--- src/rtl/mem_access_unit_pkg.sv ---
// Shared types and constants for the MEM-stage access unit: FSM states,
// byte-lane constants and the data-memory command payload.
package mem_access_unit_pkg;

    localparam int unsigned XLEN    = 32;
    localparam int unsigned BE_W    = 4;
    localparam int unsigned WADDR_W = 30;
    localparam int unsigned CNT_W   = 8;

    localparam logic [BE_W-1:0] BE_WORD  = 4'hF;
    localparam logic [BE_W-1:0] BE_BYTE0 = 4'h1;

    typedef enum logic [1:0] {
        MAU_IDLE   = 2'd0,
        MAU_ACCESS = 2'd1,
        MAU_DONE   = 2'd2
    } mau_state_e;

    typedef struct packed {
        logic            we;
        logic [BE_W-1:0] be;
        logic [XLEN-1:0] addr;
        logic [XLEN-1:0] wdata;
    } dmem_cmd_t;

    // Per-access context kept while the bus transaction is outstanding.
    typedef struct packed {
        logic       ll;
        logic       sc;
        logic       byte_op;
        logic       sext;
        logic [1:0] ofs;
    } mau_ctx_t;

    // Word-aligned address, lane enables and lane-replicated store data.
    function automatic dmem_cmd_t build_cmd(input logic            we,
                                            input logic            byte_op,
                                            input logic [XLEN-1:0] addr,
                                            input logic [XLEN-1:0] wdata);
        dmem_cmd_t cmd;
        cmd.we    = we;
        cmd.addr  = {addr[XLEN-1:2], 2'b00};
        cmd.be    = byte_op ? BE_W'(BE_BYTE0 << addr[1:0]) : BE_WORD;
        cmd.wdata = byte_op ? {4{wdata[7:0]}} : wdata;
        return cmd;
    endfunction

endpackage

--- src/rtl/mem_access_unit_load_align.sv ---
// Load data alignment: selects the addressed byte lane and extends it, or
// passes the whole word through for word loads.
module mem_access_unit_load_align
    import mem_access_unit_pkg::*;
(
    input  logic [XLEN-1:0] dmem_rdata,
    input  logic [1:0]      byte_sel,
    input  logic            mem_byte,
    input  logic            mem_signextend,
    output logic [XLEN-1:0] result_c
);

    logic [7:0] lane;

    always_comb begin
        lane     = 8'(dmem_rdata >> {byte_sel, 3'b000});
        result_c = dmem_rdata;
        if (mem_byte) begin
            result_c = {{24{mem_signextend & lane[7]}}, lane};
        end
    end

endmodule

--- src/rtl/mem_access_unit.sv ---
// MEM-stage load/store responder: runs the req/ack data-memory transaction,
// aligns load data, owns the LL/SC reservation and stalls until completion.
module mem_access_unit
    import mem_access_unit_pkg::*;
#(
    parameter int unsigned TIMEOUT_CYC = 255
) (
    input  logic            clk,
    input  logic            rst_n,
    input  logic            req_valid,
    input  logic            mem_we,
    input  logic            mem_read,
    input  logic            mem_byte,
    input  logic            mem_signextend,
    input  logic            mem_sc,
    input  logic            mem_ll,
    input  logic [XLEN-1:0] addr,
    input  logic [XLEN-1:0] wdata,
    input  logic            ll_clear,
    output logic            stall,
    output logic [XLEN-1:0] rdata,
    output logic            align_err,
    output logic            bus_err,
    output logic            dmem_req,
    output logic            dmem_we,
    output logic [BE_W-1:0] dmem_be,
    output logic [XLEN-1:0] dmem_addr,
    output logic [XLEN-1:0] dmem_wdata,
    input  logic            dmem_ack,
    input  logic [XLEN-1:0] dmem_rdata
);

    mau_state_e         state_q, state_d;
    dmem_cmd_t          cmd_q, cmd_d;
    mau_ctx_t           ctx_q, ctx_d;
    logic               req_q, req_d;
    logic [XLEN-1:0]    rdata_q, rdata_d;
    logic               align_err_q, align_err_d;
    logic               bus_err_q, bus_err_d;
    logic               llbit_q, llbit_d;
    logic [WADDR_W-1:0] ll_addr_q, ll_addr_d;
    logic [CNT_W-1:0]   cnt_q, cnt_d;

    logic [XLEN-1:0]    aligned_c;
    dmem_cmd_t          issue_cmd_c;
    logic               misaligned_c;
    logic               sc_ok_c;
    logic               is_mem_op_c;

    mem_access_unit_load_align u_load_align (
        .dmem_rdata    (dmem_rdata),
        .byte_sel      (ctx_q.ofs),
        .mem_byte      (ctx_q.byte_op),
        .mem_signextend(ctx_q.sext),
        .result_c      (aligned_c)
    );

    assign stall      = req_valid & (state_q != MAU_DONE);
    assign rdata      = rdata_q;
    assign align_err  = align_err_q;
    assign bus_err    = bus_err_q;
    assign dmem_req   = req_q;
    assign dmem_we    = cmd_q.we;
    assign dmem_be    = cmd_q.be;
    assign dmem_addr  = cmd_q.addr;
    assign dmem_wdata = cmd_q.wdata;

    // State and datapath registers.
    always_ff @(posedge clk or negedge rst_n) begin
        if (!rst_n) begin
            state_q     <= MAU_IDLE;
            cmd_q       <= '0;
            ctx_q       <= '0;
            req_q       <= 1'b0;
            rdata_q     <= '0;
            align_err_q <= 1'b0;
            bus_err_q   <= 1'b0;
            llbit_q     <= 1'b0;
            ll_addr_q   <= '0;
            cnt_q       <= '0;
        end else begin
            state_q     <= state_d;
            cmd_q       <= cmd_d;
            ctx_q       <= ctx_d;
            req_q       <= req_d;
            rdata_q     <= rdata_d;
            align_err_q <= align_err_d;
            bus_err_q   <= bus_err_d;
            llbit_q     <= llbit_d;
            ll_addr_q   <= ll_addr_d;
            cnt_q       <= cnt_d;
        end
    end

    // Next-state and register updates.
    always_comb begin
        state_d     = state_q;
        cmd_d       = cmd_q;
        ctx_d       = ctx_q;
        req_d       = req_q;
        rdata_d     = rdata_q;
        align_err_d = 1'b0;
        bus_err_d   = 1'b0;
        llbit_d     = llbit_q;
        ll_addr_d   = ll_addr_q;
        cnt_d       = cnt_q;

        issue_cmd_c  = build_cmd(mem_we, mem_byte, addr, wdata);
        misaligned_c = !mem_byte && (addr[1:0] != 2'b00);
        sc_ok_c      = llbit_q && (ll_addr_q == addr[XLEN-1:2]);
        is_mem_op_c  = mem_read | mem_we;

        unique case (state_q)
            MAU_IDLE: begin
                if (req_valid && is_mem_op_c) begin
                    if (misaligned_c) begin
                        align_err_d = 1'b1;
                        rdata_d     = '0;
                        state_d     = MAU_DONE;
                    end else if (mem_sc && !sc_ok_c) begin
                        rdata_d = '0;
                        state_d = MAU_DONE;
                    end else begin
                        cmd_d         = issue_cmd_c;
                        ctx_d.ll      = mem_ll;
                        ctx_d.sc      = mem_sc;
                        ctx_d.byte_op = mem_byte;
                        ctx_d.sext    = mem_signextend;
                        ctx_d.ofs     = addr[1:0];
                        req_d         = 1'b1;
                        cnt_d         = '0;
                        state_d       = MAU_ACCESS;
                    end
                end
            end
            MAU_ACCESS: begin
                // An ack arriving in the expiry cycle still completes normally.
                if (dmem_ack) begin
                    req_d   = 1'b0;
                    state_d = MAU_DONE;
                    if (cmd_q.we) begin
                        rdata_d = ctx_q.sc ? XLEN'(1) : '0;
                        if (ctx_q.sc || (ll_addr_q == cmd_q.addr[XLEN-1:2])) begin
                            llbit_d = 1'b0;
                        end
                    end else begin
                        rdata_d = aligned_c;
                        if (ctx_q.ll) begin
                            llbit_d   = 1'b1;
                            ll_addr_d = cmd_q.addr[XLEN-1:2];
                        end
                    end
                end else if (cnt_q == CNT_W'(TIMEOUT_CYC - 1)) begin
                    req_d     = 1'b0;
                    bus_err_d = 1'b1;
                    rdata_d   = '0;
                    state_d   = MAU_DONE;
                end else begin
                    cnt_d = cnt_q + CNT_W'(1);
                end
            end
            MAU_DONE: begin
                state_d = MAU_IDLE;
            end
            default: begin
                state_d = MAU_IDLE;
            end
        endcase

        // Exception/eret clear wins over a same-cycle LL completion.
        if (ll_clear) begin
            llbit_d = 1'b0;
        end
    end

endmodule

--- config.mk ---
export PLATFORM = sky130hd
export DESIGN_NAME = mem_access_unit
export DESIGN_NICKNAME = d
export VERILOG_FILES = /design/src/rtl/mem_access_unit_pkg.sv /design/src/rtl/mem_access_unit_load_align.sv /design/src/rtl/mem_access_unit.sv
export SDC_FILE = /design/constraint.sdc
export NUM_CORES = 1
export LEC_CHECK = 0
export CORE_MARGIN = 8
export CORE_UTILIZATION = 37
export CTS_CLUSTER_SIZE = 16
export DETAILED_ROUTE_END_ITERATION = 10
export GPL_TIMING_DRIVEN = 0
export PLACE_DENSITY_LB_ADDON = 0.05
export RECOVER_POWER = 25
export SETUP_SLACK_MARGIN = 0.05
export SYNTH_ARGS = -nofsm -noshare
export SYNTH_HDL_FRONTEND = slang
export SYNTH_SLANG_ARGS = --single-unit
--- constraint.sdc ---
create_clock -name clk -period 2.1 [get_ports clk]
set_input_delay 0.42 -clock clk [delete_from_list [all_inputs] [get_ports clk]]
set_output_delay 0.42 -clock clk [all_outputs]
set_load 0.05 [all_outputs]
Word-level counts from Yosys, hierarchy flattened
Cells that the tools add are included.
{"block": "word_totals", "word_cells": 100, "out_inout_bits": 105, "register_bits": 149}
{"block": "op_classes", "shifts": 2, "eq_ne": 13, "n_reduce_logical": 20, "muxes": 41, "addsub": 1, "n_bitwise": 6}
{"cell": "$mux W32", "count": 8}
{"cell": "$pmux W32 S2", "count": 1}
{"cell": "$eq A30 B30 Y1", "count": 2}
{"cell": "$mux W8", "count": 5}
{"cell": "$shr A32 B5 Y8", "count": 1}
{"cell": "$mux W1", "count": 18}
{"cell": "$pmux W8 S2", "count": 1}
{"cell": "$reduce_and A4 Y1", "count": 4}
{"cell": "$ne A2 B2 Y1 const B", "count": 6}
{"cell": "$mux W2", "count": 5}
{"cell": "$add A8 B1 Y8 const B", "count": 1}
{"cell": "$eq A8 B8 Y1 const B", "count": 1}
{"cell": "$reduce_bool A2 Y1", "count": 4}
{"cell": "$ne A3 B3 Y1 const B", "count": 2}
{"cell": "$reduce_and A6 Y1", "count": 1}
{"cell": "$reduce_and A5 Y1", "count": 1}
{"cell": "$logic_and A1 B1 Y1", "count": 4}
{"cell": "$mux W4", "count": 1}
{"cell": "$pmux W2 S2", "count": 1}
{"cell": "$shl A1 B2 Y4 const A", "count": 1}
{"cell": "$ne A3 B2 Y1 const B", "count": 1}
{"cell": "$not A1 Y1", "count": 3}
{"cell": "$reduce_bool A3 Y1", "count": 1}
{"cell": "$and A1 B1 Y1", "count": 2}
{"cell": "7 further kinds", "count": 8}

Longest topological paths before layout
Gate-level depths: netlist of the first run.
{"block": "logic_depth", "depth_word": 8, "depth_mapped": 8, "mapped_depth_nobuf": 7}

Hierarchy
A second synthesis of the first run with hierarchy kept.
{"block": "hier_totals", "hier_cells": 650, "area_unflattened_um2": 7503.4}
{"mod": "mem_access_unit", "cells_each": 546, "instances": 1, "seq_area_each_um2": 3728.6, "area_per_inst_um2": 6826.5}
{"mod": "mem_access_unit_load_align", "cells_each": 104, "instances": 1, "seq_area_each_um2": 0.0, "area_per_inst_um2": 676.9}

Least setup slack after synthesis of the first run
No wires, ideal clock.
{"block": "synth_path", "path_type": "input to register", "from": "in addr[26]", "to": "reg ctx_q[0] (netlist name)", "required_time_ns": 1.975, "setup_slack_ns": -0.079, "path_stages": 7, "t_arrival_ns": 2.054, "setup_ns": 0.125, "path_cell_list": "xnor2_1 > nand3_1 > or4_4 > o21ai_4 > and2_1 > buf_4 > mux2_2"}
{"block": "synth_between", "elab_chain_len": 6}
{"item": "start, declared", "line": "mem_access_unit.sv:17", "text": "input logic [XLEN-1:0] addr,"}
{"item": "$eq A30 B30 Y1", "line": "mem_access_unit.sv:110", "text": "sc_ok_c = llbit_q && (ll_addr_q == addr[XLEN-1:2]);"}
{"item": "$logic_and A1 B1 Y1", "line": "mem_access_unit.sv:110"}
{"item": "$logic_not A1 Y1", "line": "mem_access_unit.sv:120", "text": "end else if (mem_sc && !sc_ok_c) begin"}
{"item": "$logic_and A1 B1 Y1", "line": "mem_access_unit.sv:120"}
{"item": "$not A1 Y1 (no line)"}
{"item": "$reduce_and A4 Y1 (no line)"}
{"item": "end signal, assigned", "line": "mem_access_unit.sv:84", "text": "ctx_q <= ctx_d;"}
{"item": "end, declared", "line": "mem_access_unit.sv:35", "text": "mau_ctx_t ctx_q, ctx_d;"}
Every way passes these cells.
A chain may end at the register's enable or synchronous reset.

Final worst setup path of the first run
{"block": "layout_path", "from": "in addr[28]", "to": "reg cmd_q, in the netlist dmem_we"}
{"block": "layout_between", "elab_chain_len": 6}
{"item": "$eq A30 B30 Y1", "line": "mem_access_unit.sv:110"}
{"item": "$logic_and A1 B1 Y1", "line": "mem_access_unit.sv:110"}
{"item": "$logic_not A1 Y1", "line": "mem_access_unit.sv:120"}
{"item": "$logic_and A1 B1 Y1", "line": "mem_access_unit.sv:120"}
{"item": "$not A1 Y1 (no line)"}
{"item": "$reduce_and A4 Y1 (no line)"}
{"item": "end signal, assigned", "line": "mem_access_unit.sv:83", "text": "cmd_q <= cmd_d;"}
{"item": "end, declared", "line": "mem_access_unit.sv:34", "text": "dmem_cmd_t cmd_q, cmd_d;"}
Every way passes these cells.

==> metrics.md, run 1 <==
| Metric | Value |
|---|---|
| Number of synthesized flops with an enable pin | `0` |
| Largest family of logic cells by synthesized area | `multiplexers` |
| Core box area | `19300 um^2` |
| Post-synthesis cell type with the largest combined area | `dfrtp_1` |
| Crit path max fanout | `6` |
| FMAX | `0.434 GHz` |
| Min-Delay Endpoint | `dmem_addr[29]$_DFFE_PN0P_` |
| Syn_area_per_cell | `11.6 um^2` |
| TritonRoute pass-1 iters | `5` |
| Post-Synth Adder-Cell Area | `0.00348` |
| Flops & latches, synth | `149` |
| Setup_tns | `-15.40 ns` |
| Total I/O pin count | `212` |
| Tcrit/Tclk final | `1.10` |
| Yosys warning count | `0` |
| Worst-Skew Late Latency | `0.43 ns` |
| # setup viols final | `112` |
| Remaining DRCs | `0` |
| Vias in the first global route | `6235` |
| Async SR Flop Fraction | `1.00` |
| Violated checks | `max-capacitance violations, max-slew violations, negative setup slack` |
| First-iteration detailed-routing DRC count | `235` |
| FF-to-FF setup slack | `-0.20 ns` |
| Largest net degree at the start of global routing | `77` |
| Worst setup SP type | `input pin` |
| Hold path cells | `2` |
| Chip Height | `155 um` |
| R2R Path Start | `ll_addr_q[12]$_DFFE_PN0P_` |
| Post-Syn Area | `7190 um^2` |
| Area growth syn-to-layout | `47.8%` |
| DP HPWL | `17000 um` |
| Max cap viols | `1` |
| Slew Viols, Final | `76` |
| Synth cell types | `50` |
| Cell Rows | `51` |
| Top cell type's share of synthesized area | `0.519` |
| Multiplexer share of the synthesized area | `0.146` |
| Fin util | `0.551` |
| GR peak layer | `met2` |
| Status | `finished with violations` |
| Clock Tree Root | `clkbuf_16` |
| Pre-CTS WS | `-1.05 ns` |
| H-tree depth | `4` |
| WP data required | `2.41 ns` |
| Fraction of layout cells with a size suffix above 1 | `0.195` |
| Worst Max-Slew Pin Slew | `2.01 ns` |
| LEAKAGE | `0.00523 uW` |
| WL/cell | `20.1 um` |
| CP endpoint kind | `register` |
| Hold slack | `0.295 ns` |
| Crit Path Class | `input pin to register` |
| Die X-Extent | `155 um` |
| M2 GR Usage | `0.304` |
| DR vias | `5726` |
| Synth Area in Compound Gates | `0.131` |
| CTS tree | `yes` |
| Clock-pin transition on the worst setup and hold timing paths | `0.06 ns` |
| Final Skew | `0.00890 ns` |
| First-pass GRT wire length | `35600 um` |
| Peak VDD IR | `949 uV` |
| Leading register cell type out of synthesis | `dfrtp_1` |
| Minimum clock period | `2.30 ns` |
| Initial Util | `0.373` |
| Simple-gate share of the synthesized area | `0.0952` |
| Final #Nets | `973` |
| Worst setup margin | `-0.204 ns` |
| Die ar. | `24200 um^2` |
| Total track usage | `0.191` |
| GRT overflow | `0` |
| Final Hold Vio Count | `0` |
| CP arrival | `2.61 ns` |
| Routability cong. | `0.812` |
| Area contributors post-synth | `dfrtp_1 (52%), mux2_4 (7.9%), mux2_2 (5.5%)` |
| Met1 Use GR | `0.245` |
| Reg2reg end | `dmem_we$_DFFE_PN0P_` |
| Initial antenna violation count | `1` |
| Sequential area share after synthesis | `0.519` |
| Gate Count Post-Synth | `619` |
| Hold Crit Start | `addr[29]` |
| R2r worst-path depth | `7` |
| Hold crit path type | `input pin to register` |
| RSZ-0062 raised after global routing | `true` |
| Antenna-violating nets left | `0` |
| Number of vias per cell | `5.01` |
| Xor and xnor fraction of the mapped netlist area | `0.0731` |
| CTS max path bufs | `2` |
| # port buffers | `208` |
| CTS Sinks | `149` |
| Met3 Resource Use GR | `0.0588` |
| CTS buffer count | `17` |
| Slew headroom | `-0.339` |
| PD cells | `1680 nW/um^2` |
| WL final | `23000 um` |
-- Yosys cell counts (all sizes together) (13+ instances only) --
master / instances
a21oi: 38
a31oi: 27
buf: 18
clkbuf: 19
dfrtp: 149
mux2: 73
nand2: 28
nand2b: 26
nand4: 13
nor2: 38
o21ai: 31
o2bb2ai: 25
xnor2: 33
xor2: 27
-- repair_timing --
action | 4_1_cts | 5_1_grt
resized for setup | 122 | 54
setup endpoints to repair | 198 | 182
buffers inserted | 13 | 2
hold buffers | 0 | 0
pin swaps | 19 | 5
cloned | 1 | 0
-- per-layer routing --
| metal | routed length (um) | vias to the layer above |
|---|---|---|
| li1 | - | 2706 |
| met1 | 10200 | 2827 |
| met2 | 10900 | 173 |
| met3 | 1620 | 20 |
| met4 | 267 | 0 |
| met5 | 0 | - |
-- flip-flops by register name, indices dropped and copies added, names as in the netlist --
| name | cells |
|---|---|
| dmem_addr | 30 |
| bus_err | 1 |
| ctx_q | 6 |
| dmem_be | 4 |
| cnt_q | 8 |
| align_err | 1 |
| dmem_wdata | 32 |
| state_q | 2 |
| rdata | 32 |
| ll_addr_q | 30 |
| dmem_req | 1 |
| dmem_we | 1 |
| llbit_q | 1 |
-- report_power, final --
part,internal [uW],switching (uW)
sequential,4180,1150
combinational,3520,5790
clock,1980,1240
total,9680,8180
-- critical path, cell delays in order --
cell and delay (ns):
clkdlybuf4s50_1 0.53, xnor2_1 0.13, nand4_1 0.10, or4_4 0.54
o21ai_4 0.24, and2_4 0.21, buf_12 0.14, mux2_4 0.30
-- how the worst max path moves through the flow --
stage / from / depth (start not counted) / endpoint / slack [ns]
after floorplan: addr[23] / 7 / ctx_q[0]$_DFFE_PN0P_ / -0.02
after detailed placement: addr[18] / 8 / rdata[23]$_DFFE_PN0P_ / -1.05
after CTS: ll_addr_q[15]$_DFFE_PN0P_ / 7 / ctx_q[2]$_DFFE_PN0P_ / -0.23
after global placement: rst_n / 1 / rdata[28]$_DFFE_PN0P_ / -5.60
final: addr[28] / 8 / dmem_we$_DFFE_PN0P_ / -0.20
after global routing: ll_addr_q[12]$_DFFE_PN0P_ / 7 / ctx_q[2]$_DFFE_PN0P_ / -0.29
-- per-stage QoR --
step | instances | power [uW] | instance area (um^2)
finish | 1142 | 17900 | 10600
global route | 1142 | 18800 | 10600
CTS | 1139 | 18000 | 10500
detailed placement | 1094 | 14900 | 9690
global placement | 1093 | 14700 | 9660
floorplan | 620 | 11500 | 7250
-- cell usage in the layout, fill, tap and decap left out, types with 10 or more instances in the layout --
cell type and instances:
inv_1 10, nand2b_1 26, nor2_1 35, clkbuf_16 17, clkdlybuf4s50_1 106, mux2_4 42, dfrtp_1 148, nand4_1 13
buf_4 18, dlymetal6s2s_1 36, dlygate4sd2_1 64, xnor2_1 26, o21ai_1 15, o2bb2ai_1 25, nand2_1 26, xor2_1 27
a21oi_1 37, clkbuf_1 16, o21ai_0 14, mux2_2 31, a31oi_1 25
-- cell families after synthesis --
group	Yosys count
other	1
and+or+nand+nor	135
DFF	149
AOI/OAI and AO/OA	145
muxes	80
adders and majority gates	2
xor gates and xnor gates	60
buffers and inverters	47
-- area by class of cell --
class | count | area, um^2
clock buffer | 18 | 429
fill | 1731 | 8640
timing repair buffer | 224 | 2240
buffer | 37 | 289
tap | 265 | 332
sequential | 149 | 3730
clock inverter | 13 | 183
inverter | 10 | 37.5
antenna | 1 | 2.50
multi-input combinational | 425 | 3380
Note: power is estimated with default switching activity, not from simulation.
==> run 2, diff against run 1 <==
--- a/config.mk
+++ b/config.mk
@@ -13,6 +13,7 @@
 export PLACE_DENSITY_LB_ADDON = 0.05
 export RECOVER_POWER = 25
 export SETUP_SLACK_MARGIN = 0.05
+export SLEW_MARGIN = 20
 export SYNTH_ARGS = -nofsm -noshare
 export SYNTH_HDL_FRONTEND = slang
 export SYNTH_SLANG_ARGS = --single-unit
==> metrics.md, run 2 (synthesis gave the netlist of run 1 again) <==
| Metric | Value |
|---|---|
| CP bufs+invs | `3` |
| FMAX | `0.431 GHz` |
| Initial antenna violation count | `1` |
| Worst Max-Slew Pin Slew | `1.10 ns` |
| Chip Height | `155 um` |
| CTS max path bufs | `2` |
| Status | `finished with violations` |
| Routability cong. | `0.812` |
| Number of vias per cell | `5.03` |
| DR vias | `5756` |
| Clock-pin transition on the worst setup and hold timing paths | `0.06 ns` |
| CTS Sinks | `149` |
| Initial Util | `0.373` |
| Minimum clock period | `2.32 ns` |
| Fin util | `0.554` |
| Worst setup SP type | `input pin` |
| Area growth syn-to-layout | `48.5%` |
| First-iteration detailed-routing DRC count | `313` |
| Layout fillers | `1739` |
| Cell Rows | `51` |
| DP HPWL | `17000 um` |
| Remaining DRCs | `0` |
| Setup_tns | `-15.58 ns` |
| Worst-Skew Late Latency | `0.42 ns` |
| Leading cell type in the layout, fill and taps excluded | `dfrtp_1` |
| Hold crit path type | `input pin to register` |
| CP max stage delay | `0.45 ns` |
| Final Skew | `0.00828 ns` |
| Die X-Extent | `155 um` |
| PD cells | `1690 nW/um^2` |
| Largest net degree at the start of global routing | `77` |
| Crit-path leading delay family | `buffers and inverters` |
| Crit path max fanout | `6` |
| Most frequent cells in the layout | `dfrtp_1 (148), clkdlybuf4s50_1 (115), dlygate4sd2_1 (58)` |
| WP data required | `2.41 ns` |
| CP endpoint kind | `register` |
| Core box area | `19300 um^2` |
| Vias in the first global route | `6202` |
| Fraction of layout cells with a size suffix above 1 | `0.196` |
| H-tree depth | `4` |
| GRT overflow | `0` |
| Area of the multi-input gates | `3390 um^2` |
| WL final | `22900 um` |
| Register Area | `3730 um^2` |
| # setup viols final | `111` |
| TritonRoute pass-1 iters | `4` |
| Clock Tree Root | `clkbuf_16` |
| Tcrit/Tclk final | `1.10` |
| Cells along the critical path | `clkdlybuf4s50_1 > xor2_1 > nor4_2 > nand4_1 > buf_4 > o21ai_4 > and2_4 > buf_12 > mux2_4` |
| Die ar. | `24200 um^2` |
| Peak VDD IR | `792 uV` |
| Overall Power | `18000 uW` |
| CTS buffer count | `17` |
| Final Hold Vio Count | `0` |
| Crit Path Class | `input pin to register` |
| CP arrival | `2.62 ns` |
| First-pass GRT wire length | `35300 um` |
| Final #Nets | `975` |
| Slew headroom | `0.268` |
| RSZ-0062 raised after global routing | `true` |
| Total track usage | `0.189` |
| CP max stage cell | `clkdlybuf4s50_1` |
| Max cap viols | `0` |
| WL/cell | `20.0 um` |
| LEAKAGE | `0.00518 uW` |
| # port buffers | `208` |
| Antenna-violating nets left | `0` |
| Slew Viols, Final | `0` |
| Violated checks | `negative setup slack` |
| CTS tree | `yes` |
| Worst setup margin | `-0.218 ns` |
| Total I/O pin count | `212` |
[run 2: cell count changes in the layout (fill, tap and decap cells not counted), sizes merged, moves of 2 or more]
| cell | before | now |
|---|---|---|
| buf | 34 | 36 |
| clkdlybuf4s50 | 106 | 115 |
| dlygate4sd2 | 64 | 58 |
| clkinvlp | 1 | 3 |
| dlymetal6s2s | 36 | 33 |
| clkinv | 7 | 3 |
[run 2: final cells by class]
| type | count | area share |
|---|---|---|
| inverters | 10 | 0.00351 |
| clock buffers | 18 | 0.0402 |
| diodes | 1 | 0.000234 |
| multi-input cells | 425 | 0.318 |
| flip-flops and latches | 149 | 0.349 |
| repair buffers | 227 | 0.213 |
| clock inverters | 13 | 0.0192 |
| plain buffers | 36 | 0.0255 |
| well taps | 265 | 0.0310 |
[run 2: where the power goes]
part / switching, uW / internal, uW / total, uW / leakage, uW
Sequential: 1150 / 4180 / 5340 / 0.00187
Clock: 1240 / 2100 / 3340 / 0.000303
Combinational: 5790 / 3560 / 9350 / 0.00301
[run 2: stage by stage]
step	area, um^2	setup slack [ns]	hold WS [ns]	cells
2_1_floorplan	7250	-0.0162	0.124	620
3_3_place_gp	9660	-5.60	0.464	1093
3_5_place_dp	9700	-1.09	0.438	1094
4_1_cts	10600	-0.226	0.392	1144
5_1_grt	10700	-0.282	0.314	1144
6_report	10700	-0.218	0.301	1144
[run 2: final timing paths]
path | from | to | slack, ns | cells after the start
min reg2reg | cnt_q[6]$_DFFE_PN0P_ | cnt_q[6]$_DFFE_PN0P_ | 0.47 | 1
min | addr[29] | dmem_addr[29]$_DFFE_PN0P_ | 0.30 | 2
max reg2reg | ll_addr_q[28]$_DFFE_PN0P_ | ctx_q[2]$_DFFE_PN0P_ | -0.21 | 7
min in group asynchronous | rst_n | dmem_addr[4]$_DFFE_PN0P_ | 0.76 | 2
max | addr[5] | ctx_q[2]$_DFFE_PN0P_ | -0.22 | 9
max in group asynchronous | rst_n | state_q[0]$_DFFE_PN0P_ | 0.42 | 3
[run 2: routing by layer]
layer,vias to the layer above,share of wire,global-route usage
met5,-,0,0
met4,0,0.010,0.0518
met3,16,0.062,0.0552
met2,159,0.48,0.308
met1,2860,0.45,0.239
li1,2721,-,-
[run 2: timing repair]
| item | in CTS | in global routing |
|---|---|---|
| pin swaps | 19 | 10 |
| hold buffers | 1 | 0 |
| setup endpoints to repair | 191 | 178 |
| setup buffers | 15 | 3 |
| gates resized for setup | 117 | 50 |
| cloned | 3 | 0 |
| endpoints found under the hold margin | 11 | 0 |
==> run 3, diff against run 2 <==
--- a/config.mk
+++ b/config.mk
@@ -5,7 +5,6 @@
 export SDC_FILE = /design/constraint.sdc
 export NUM_CORES = 1
 export LEC_CHECK = 0
-export CORE_MARGIN = 8
 export CORE_UTILIZATION = 37
 export CTS_CLUSTER_SIZE = 16
 export DETAILED_ROUTE_END_ITERATION = 10
==> metrics.md, run 3 (synthesis gave the netlist of run 1 again) <==
| Metric | Value |
|---|---|
| # setup viols final | `115` |
| Crit path max fanout | `10` |
| TritonRoute pass-1 iters | `5` |
| Violated checks | `negative setup slack` |
| Non-Filler Instances | `1156` |
| H-tree depth | `4` |
| Minimum clock period | `2.34 ns` |
| Worst Max-Slew Pin Slew | `1.01 ns` |
| WP data required | `2.40 ns` |
| Hold slack | `0.318 ns` |
| Largest net degree at the start of global routing | `84` |
| FF-to-FF setup slack | `-0.22 ns` |
| Total I/O pin count | `212` |
| First-iteration detailed-routing DRC count | `347` |
| Area of the multi-input gates | `3580 um^2` |
| Routability cong. | `0.821` |
| LEAKAGE | `0.00543 uW` |
| Hold crit path type | `input pin to register` |
| DP HPWL | `15200 um` |
| Placed Cells | `1089` |
| Cell Rows | `50` |
| Most frequent cells in the layout | `dfrtp_1 (149), clkdlybuf4s50_1 (119), dlygate4sd2_1 (46)` |
| CTS Sinks | `149` |
| Final Skew | `0.0115 ns` |
| Remaining DRCs | `0` |
| Area post-placement | `9690 um^2` |
| Number of vias per cell | `5.07` |
| CTS tree | `yes` |
| Register Area | `3730 um^2` |
| GRT overflow | `0` |
| Status | `finished with violations` |
| Die X-Extent | `141 um` |
| Leading cell type in the layout, fill and taps excluded | `dfrtp_1` |
| FMAX | `0.428 GHz` |
| Max cap viols | `0` |
| Die ar. | `20000 um^2` |
| Chip Height | `141 um` |
| Peak VDD IR | `801 uV` |
| Worst-Skew Late Latency | `0.43 ns` |
| Clock-pin transition on the worst setup and hold timing paths | `0.06 ns` |
| CTS max path bufs | `2` |
| Slew Viols, Final | `0` |
| RSZ-0062 raised after global routing | `true` |
| Antenna-violating nets left | `0` |
| Fin util | `0.592` |
| PD cells | `1660 nW/um^2` |
| Pre-CTS WS | `-0.987 ns` |
| Worst setup margin | `-0.236 ns` |
| CP arrival | `2.64 ns` |
| Slew headroom | `0.322` |
| Worst setup SP type | `input pin` |
| CTS buffer count | `17` |
| Final Hold Vio Count | `0` |
| Core box area | `18900 um^2` |
| N_diodes | `0` |
| Final #Nets | `993` |
| WL/cell | `18.9 um` |
| Fraction of layout cells with a size suffix above 1 | `0.252` |
| Total track usage | `0.219` |
| Layout fillers | `1601` |
| First-pass GRT wire length | `33400 um` |
| CP endpoint kind | `register` |
| Initial Util | `0.381` |
| Design area | `11200 um^2` |
| WL final | `21800 um` |
| DR vias | `5861` |
| Area growth syn-to-layout | `55.5%` |
| Clock Tree Root | `clkbuf_16` |
| Initial antenna violation count | `1` |
| Vias in the first global route | `6003` |
| Tcrit/Tclk final | `1.11` |
| Crit Path Class | `input pin to register` |
| # port buffers | `208` |
[run 3: cell count changes in the layout (fill, tap and decap cells not counted), sizes merged, moves of 2 or more]
cell / delta
clkinv: +2
dlygate4sd2: -12
buf: +13
clkdlybuf4s50: +4
inv: -2
dlymetal6s2s: +8
clkbuf: +6
[run 3: layout make-up]
type                    instances  share of cell area
flip-flops and latches        149               0.333
clock buffers                  19              0.0405
repair buffers                245               0.230
plain buffers                  36              0.0274
well taps                     260              0.0291
multi-input cells             425               0.320
clock inverters                12              0.0160
inverters                      10             0.00336
[run 3: worst max-delay path: stages]
cell             delay [ns]
clkdlybuf4s50_1        0.51
xnor2_1                0.13
nand4_1                0.10
or4_4                  0.56
o21ai_4                0.18
buf_4                  0.15
nand2_4                0.09
buf_12                 0.18
mux2_4                 0.30
[run 3: power by group]
group / internal [uW] / leakage (uW) / switching [uW] / total, uW
Combinational: 3970 / 0.00325 / 5920 / 9890
Sequential: 4180 / 0.00188 / 1200 / 5390
Clock: 2050 / 0.000301 / 1240 / 3280
[run 3: metrics by stage]
step           setup TNS [ns]  total power, uW
2_1_floorplan         -0.0324            11500
3_3_place_gp          -955.17            14600
3_5_place_dp          -120.15            14800
4_1_cts                -18.17            18200
5_1_grt                -31.32            19500
6_report               -20.17            18600
[run 3: worst paths after layout]
check / cells after the start / start / end
setup / recovery: 9 / addr[28] / dmem_addr[16]$_DFFE_PN0P_
hold / removal: 2 / addr[12] / dmem_addr[12]$_DFFE_PN0P_
setup reg to reg: 8 / ll_addr_q[29]$_DFFE_PN0P_ / dmem_addr[16]$_DFFE_PN0P_
hold reg to reg: 1 / rdata[4]$_DFFE_PN0P_ / rdata[4]$_DFFE_PN0P_
max in group asynchronous: 3 / rst_n / rdata[1]$_DFFE_PN0P_
min in group asynchronous: 2 / rst_n / dmem_addr[11]$_DFFE_PN0P_
[run 3: timing repair]
action | in CTS | in global routing
hold buffers | 1 | 0
gates resized for setup | 95 | 122
setup buffers | 19 | 9
endpoints found under the setup margin | 181 | 182
cloned | 2 | 6
pin swaps | 17 | 25
endpoints found under the hold margin | 66 | 0
[run 3: routing by layer]
layer / GRT usage / vias to the layer above / share of wire
met5: 0 / - / 0.00069
met4: 0.0606 / 2 / 0.011
met3: 0.0567 / 16 / 0.058
met2: 0.352 / 178 / 0.48
met1: 0.293 / 2911 / 0.45
li1: - / 2754 / -
